`config.mk`:
```
export PLATFORM = sky130hd
export DESIGN_NAME = pipelined_logic_unit
export DESIGN_NICKNAME = d
export VERILOG_FILES = /design/src/rtl/pipelined_logic_unit.sv
export SDC_FILE = /design/constraint.sdc
export NUM_CORES = 1
export LEC_CHECK = 0
export ABC_AREA = 1
export CORE_ASPECT_RATIO = 0.9
export CORE_UTILIZATION = 45
export CTS_CLUSTER_DIAMETER = 150
export CTS_CLUSTER_SIZE = 8
export DETAILED_ROUTE_END_ITERATION = 10
export PLACE_DENSITY = 0.71
export SLEW_MARGIN = 25
export SYNTH_ARGS = -nofsm -noshare
export SYNTH_HDL_FRONTEND = slang
export SYNTH_SLANG_ARGS = --single-unit
export TNS_END_PERCENT = 30
```
`constraint.sdc`:
```
create_clock -name clk -period 2.7 [get_ports clk]
set_input_delay 0.27 -clock clk [delete_from_list [all_inputs] [get_ports clk]]
set_output_delay 0.27 -clock clk [all_outputs]
set_load 0.01 [all_outputs]
```
`src/rtl/pipelined_logic_unit.sv`:
```
// Two-stage pipelined bitwise logic unit with valid/ready flow control.
// Stage 1 holds the freshly computed result; stage 2 is the output register
// with zero/parity flags. An accumulator feeds back as operand B on request,
// and a wrapping counter tracks delivered results.
module pipelined_logic_unit #(
    parameter int K = 16
) (
    input  logic         clk,
    input  logic         rst,
    input  logic [K-1:0] inputA,
    input  logic [K-1:0] inputB,
    input  logic [2:0]   opcode,
    input  logic         use_acc,
    input  logic         acc_clr,
    input  logic         in_valid,
    output logic         in_ready,
    output logic [K-1:0] outputC,
    output logic         out_valid,
    input  logic         out_ready,
    output logic         zero,
    output logic         parity,
    output logic [K-1:0] acc,
    output logic [15:0]  result_count
);

    typedef enum logic [2:0] {
        OP_AND  = 3'b000,
        OP_OR   = 3'b001,
        OP_XOR  = 3'b010,
        OP_NAND = 3'b011,
        OP_NOR  = 3'b100,
        OP_XNOR = 3'b101,
        OP_NOTA = 3'b110,
        OP_PASS = 3'b111
    } op_e;

    // Stage-2 payload kept together so it loads/holds as one unit.
    typedef struct packed {
        logic [K-1:0] c;
        logic         z;
        logic         p;
    } out_t;

    function automatic logic [K-1:0] logic_op(input op_e op, input logic [K-1:0] a,
                                              input logic [K-1:0] b);
        logic [K-1:0] r;
        case (op)
            OP_AND:  r = a & b;
            OP_OR:   r = a | b;
            OP_XOR:  r = a ^ b;
            OP_NAND: r = ~(a & b);
            OP_NOR:  r = ~(a | b);
            OP_XNOR: r = ~(a ^ b);
            OP_NOTA: r = ~a;
            default: r = a;
        endcase
        return r;
    endfunction

    logic         v1_q, v1_d;
    logic [K-1:0] res1_q, res1_d;
    logic         out_valid_q, out_valid_d;
    out_t         out_q, out_d;
    logic [K-1:0] acc_q, acc_d;
    logic [15:0]  cnt_q, cnt_d;

    logic         s2_free;
    logic         accept;
    logic [K-1:0] acc_eff;
    logic [K-1:0] b_eff;
    logic [K-1:0] res_new;

    // Handshake, operand select and next-state for every register.
    always_comb begin
        s2_free  = !out_valid_q || out_ready;
        // Combinational from out_ready so a draining output frees a full pipe.
        in_ready = !rst && (!v1_q || s2_free);
        accept   = in_valid && in_ready;
        // A clear in the same cycle as a use_acc op means "start from zero".
        acc_eff  = acc_clr ? '0 : acc_q;
        b_eff    = use_acc ? acc_eff : inputB;
        res_new  = logic_op(op_e'(opcode), inputA, b_eff);

        v1_d        = v1_q;
        res1_d      = res1_q;
        out_valid_d = out_valid_q;
        out_d       = out_q;
        acc_d       = acc_q;
        cnt_d       = cnt_q;

        // Accumulator takes the new result at accept so chained ops need no bubble.
        if (accept) begin
            res1_d = res_new;
            acc_d  = res_new;
        end else if (acc_clr) begin
            acc_d = '0;
        end

        if (accept)
            v1_d = 1'b1;
        else if (v1_q && s2_free)
            v1_d = 1'b0;

        // Stage 2 only loads when empty or draining, so a stalled result holds.
        if (v1_q && s2_free) begin
            out_valid_d = 1'b1;
            out_d.c     = res1_q;
            out_d.z     = (res1_q == '0);
            out_d.p     = ^res1_q;
        end else if (out_ready) begin
            out_valid_d = 1'b0;
        end

        if (out_valid_q && out_ready)
            cnt_d = cnt_q + 16'd1;
    end

    // State registers; reset discards anything in flight.
    always_ff @(posedge clk) begin
        if (rst) begin
            v1_q        <= 1'b0;
            res1_q      <= '0;
            out_valid_q <= 1'b0;
            out_q       <= '0;
            acc_q       <= '0;
            cnt_q       <= '0;
        end else begin
            v1_q        <= v1_d;
            res1_q      <= res1_d;
            out_valid_q <= out_valid_d;
            out_q       <= out_d;
            acc_q       <= acc_d;
            cnt_q       <= cnt_d;
        end
    end

    assign outputC      = out_q.c;
    assign zero         = out_q.z;
    assign parity       = out_q.p;
    assign out_valid    = out_valid_q;
    assign acc          = acc_q;
    assign result_count = cnt_q;

endmodule

```
### Word-level counts from Yosys, hierarchy flattened

Index checks and enable logic that the tools add are counted.

* register bits: 68
* word-level logic and storage cells: 44
* output and inout bits: 52

* reductions and logical operators: 14
* muxes and demuxes: 8
* equality and inequality tests: 6
* bitwise gates (word level): 7
* add/sub/neg operators: 1

Operators with widths (number)
* 16-bit case mux with 7 select lines: 1
* 16-bit NOT: 4
* 16-bit two-way mux: 3
* 16-bit by 1-bit adder with 16-bit output (second input constant): 1
* 16-bit bitwise AND: 1
* 16-bit logical NOT: 1
* 16-bit OR: 1
* 16-bit parity: 1
* 16-bit XOR: 1
* 3-bit equality test (second input constant): 3
* 3-bit by 2-bit equality test with 1-bit output (second input constant): 2
* 1-bit logical AND: 4
* 1-bit two-way mux: 4
* 2-bit nonzero test: 2
* 3-bit by 1-bit equality test with 1-bit output (second input constant): 1
* 1-bit logical NOT: 3
* 3-bit logical NOT: 1
* 1-bit logical OR: 2

### Longest topological paths before layout

Gate-level depths: netlist of run 1.

* depth in word-level cells: 6
* depth in mapped cells: 14

### Worst setup path after synthesis of run 1

OpenSTA, ideal clock, no wires.

* kind: input to register
* start: input acc_clr
* end: register acc_q[10], in the netlist acc[10]
* path buffers: 1
* data arrival time: 1.682 ns
* stages on the path: 14
* library setup time: 0.132 ns
* data required time: 2.568 ns
* slack: 0.885 ns
* cells stage by stage: inv_1 -> clkbuf_1 -> nand2_1 -> inv_1 -> nand2_1 -> o21ai_0 -> inv_1 -> ha_1 -> inv_1 -> nand2_1 -> nand2_1 -> nand2_1 -> o21bai_1 -> a21oi_1

* word-level cells in the longest chain between the ends: 6
* elaborated cells between the ends (all ways): 10

Ends and longest elaborated chain
* start: declaration: line 14 `input logic acc_clr,`
* 16-bit two-way mux (*)
* 16-bit two-way mux: line 81 `b_eff = use_acc ? acc_eff : inputB;`
* 16-bit XOR (tied with other cells): line 50, 53
* 16-bit NOT (on tied branches): line 53, 51, 52
* 16-bit case mux with 7 select lines: line 47 `case (op)`
* 16-bit two-way mux (*): line 92 `if (accept) begin`
* end signal: assignment: line 125 `acc_q <= '0;`
* end signal: assignment: line 132 `acc_q <= acc_d;`
* end: declaration: line 64 `logic [K-1:0] acc_q, acc_d;`

Every way passes the cells marked *; elsewhere a longest branch is shown, timed or not.
A chain may end at the register's enable or synchronous reset.

### Worst setup path after layout of run 1

* start: input acc_clr
* end: register acc_q[15], in the netlist acc[15]

Same word-level chain as after synthesis.

==> results of run 1 <==
## layout by cell type, fill, tap and decap left out, types with 9 or more instances in the layout
master,n
nor2_1,35
o21ai_0,55
ha_1,41
dfxtp_1,68
nand3b_1,16
buf_4,12
o21bai_1,12
inv_1,140
a21oi_1,63
inv_2,10
nand2_1,205
clkbuf_16,9
clkdlybuf4s50_1,92
nand3_1,46
nand4_1,25
## worst paths after layout
path / to / from / cells after the start
max reg2reg: acc[0]$_SDFF_PP0_ / acc[0]$_SDFF_PP0_ / 12
max: acc[15]$_SDFF_PP0_ / acc_clr / 15
min: res1_q[1]$_SDFFE_PP0N_ / res1_q[1]$_SDFFE_PP0N_ / 2
min reg2reg: res1_q[1]$_SDFFE_PP0N_ / res1_q[1]$_SDFFE_PP0N_ / 2
## area by class of cell
cell class                      count  share of cell area, %
Multi-Input combinational cell    533                  45.59
Sequential cell                    68                  21.87
Timing Repair Buffer              105                  16.56
Inverter                          150                  9.045
Clock buffer                       13                  4.181
Tap cell                          129                  2.593
Clock inverter                      2                 0.1608
## sequential cells by signal (all words and copies together), names as in the netlist
signal	cells
acc	16
out_valid	1
outputC	16
parity	1
res1_q	16
result_count	16
v1_q	1
zero	1
## kinds of logic after synthesis
logic type      after synthesis
fa+ha+maj                    41
simple gates                343
flops                        68
compound gates              140
buf+inv                     190
xor+xnor                      9
## per-layer routing
layer | track usage, % | up-vias
met2 | 44.19 | 181
met1 | 32.31 | 2343
met4 | 7.179 | 0
met5 | 0 | -
met3 | 4.907 | 20
li1 | - | 2650
## power breakdown
| part | internal, mW | total [mW] | switching [mW] | leakage (nW) |
|---|---|---|---|---|
| Clock | 0.663 | 1.07 | 0.409 | 0.135 |
| Sequential | 1.05 | 1.09 | 0.0312 | 0.555 |
| Combinational | 0.281 | 0.647 | 0.366 | 2.26 |
## worst max-delay path, stage by stage
cell             delay, ns
clkdlybuf4s50_1       0.40
inv_1                 0.38
buf_4                 0.20
nand2_1               0.04
inv_1                 0.06
nand2_1               0.08
o21ai_0               0.13
inv_1                 0.08
ha_1                  0.29
inv_1                 0.06
nand2_1               0.04
nand2_1               0.08
nand2_1               0.05
o21bai_1              0.25
a21oi_1               0.12
==> results.json, run 1 <==
{
  "drive_gt1_share_pct": 4.822,
  "met3_wirelength_um": 853,
  "fillerInstances": 1004,
  "max_freq_ghz": 0.4255,
  "ys_types": 27,
  "start_util_pct": 47.27,
  "setup_slack_ns": 0.3500,
  "outcome": "complete, no violations",
  "clockRootBuffer": "clkbuf_16",
  "insertedDiodeCount": 0,
  "p_per_area_mw_per_mm2": 450.5,
  "dieArea_mm2": 0.01142,
  "syn_area_per_cell_um2": 6.254,
  "critical_path.max_fanout": 15,
  "synth-xor-area-share_pct": 1.593,
  "drv_cap": 0,
  "io_pins": 93,
  "drt.antenna.violating_nets": 0,
  "synth_top_cell_by_area": "dfxtp_1",
  "drt_wl_total_um": 14050,
  "critical_path_class": "in2reg",
  "ys_top_cells_by_area": "dfxtp_1 28%, nand2_1 16%, inv_1 11%",
  "muxShareOfSynthArea_pct": 0,
  "io_buffer_count": 92,
  "synth_adder_area_share_pct": 10.37,
  "nets": 949,
  "yosysMostFrequentCell": "nand2_1",
  "core_area_mm2": 0.01047,
  "holdBufCountCts": 0,
  "clk_latency_ns": 0.33,
  "setup_viol": 0,
  "relSlewSlack_pct": 55.97,
  "antenna_found_initial": 0,
  "total_power_mw": 2.804,
  "clk_pin_slew_worst_paths_ns": 0.05,
  "remaining_drc_errors": 0,
  "area_growth_pct": 25.82,
  "setup.worst_path.end_class": "flip-flop",
  "synth_top_family_by_area": "simple AND/OR/NAND/NOR gates",
  "maxSlewViolCount": 0,
  "grt_max_degree": 49,
  "die_h_um": 101.5,
  "finalClockSkew_ns": 0.003614,
  "final_core_util_pct": 59.47,
  "gp_congestion": 0.8673,
  "cts_buffers": 9,
  "dp_cells": 985,
  "seq_area_mm2": 0.001361,
  "whs_ns": 0.4656,
  "clockBufferDepth": 2,
  "design_area_mm2": 0.006225,
  "hold_viol_final": 0,
  "yosys_register_bits": 68,
  "dpl_worst_slack_ns": 0.05778,
  "wl_per_cell_um": 14.05,
  "clock-sinks": 68,
  "detailed_place.area_mm2": 0.005954,
  "viasPerCell": 5.194,
  "hp-class": "reg2reg",
  "power_leakage_nw": 2.950,
  "rows": 35,
  "cts_htree_levels": 3,
  "multi_input_area_mm2": 0.002838,
  "syn_inst": 791,
  "grt_overflow_total": 0,
  "ys.warnings.count": 0,
  "setup_tns_ns": 0,
  "wl_met2_um": 6758,
  "dr.pass1.iters": 7,
  "cp.arrival_ns": 2.54,
  "netlist.area_leader.share_pct": 27.52,
  "post_cts_buffers": 0,
  "cts_resized": 0,
  "worstMarginPinSlew_ns": 0.6598,
  "synth_edf_count": 0,
  "critPathLaunchType": "primary input",
  "wl_met1_um": 6210,
  "synthesis.nets": 873,
  "irDropWorstVdd_v": 0.0004023,
  "grt_pass1_wl_um": 23060,
  "cts_tree": "done",
  "drt_iter0_markers": 369,
  "worstPathRequired_ns": 2.89,
  "highest_layer": "met4",
  "period_minus_slack_ns": 2.350,
  "synth-simple-area-share_pct": 30.58,
  "dieWidth_um": 112.5,
  "grt_util_all_layers_pct": 25.41,
  "fin_crit_sh_pct": 87.04,
  "grt_pass1_vias": 4940,
  "instances_no_fill": 1000,
  "synthFlopType": "dfxtp_1",
  "yosys-top-cells-count": "205 x nand2_1, 140 x inv_1, 68 x dfxtp_1, 63 x a21oi_1, 55 x o21ai_0",
  "synth_compound_area_share_pct": 14.82,
  "async_reset_ff_share_pct": 0,
  "hpwl_um": 10140,
  "reg2reg_slack_ns": 0.86,
  "grt_setup_unrepaired": "false",
  "synthesis.area_mm2": 0.004947,
  "num_vias": 5194,
  "ys_seq_area_share_pct": 27.52
}
(Power assumes the default switching activity.)
==> run 2: changes to the inputs <==
--- a/config.mk
+++ b/config.mk
@@ -7,6 +7,7 @@
 export LEC_CHECK = 0
 export ABC_AREA = 1
 export CORE_ASPECT_RATIO = 0.9
+export CORE_MARGIN = 1
 export CORE_UTILIZATION = 45
 export CTS_CLUSTER_DIAMETER = 150
 export CTS_CLUSTER_SIZE = 8
==> results of run 2 <==
Final layout, timing and power as in run 1 (identical DEF).
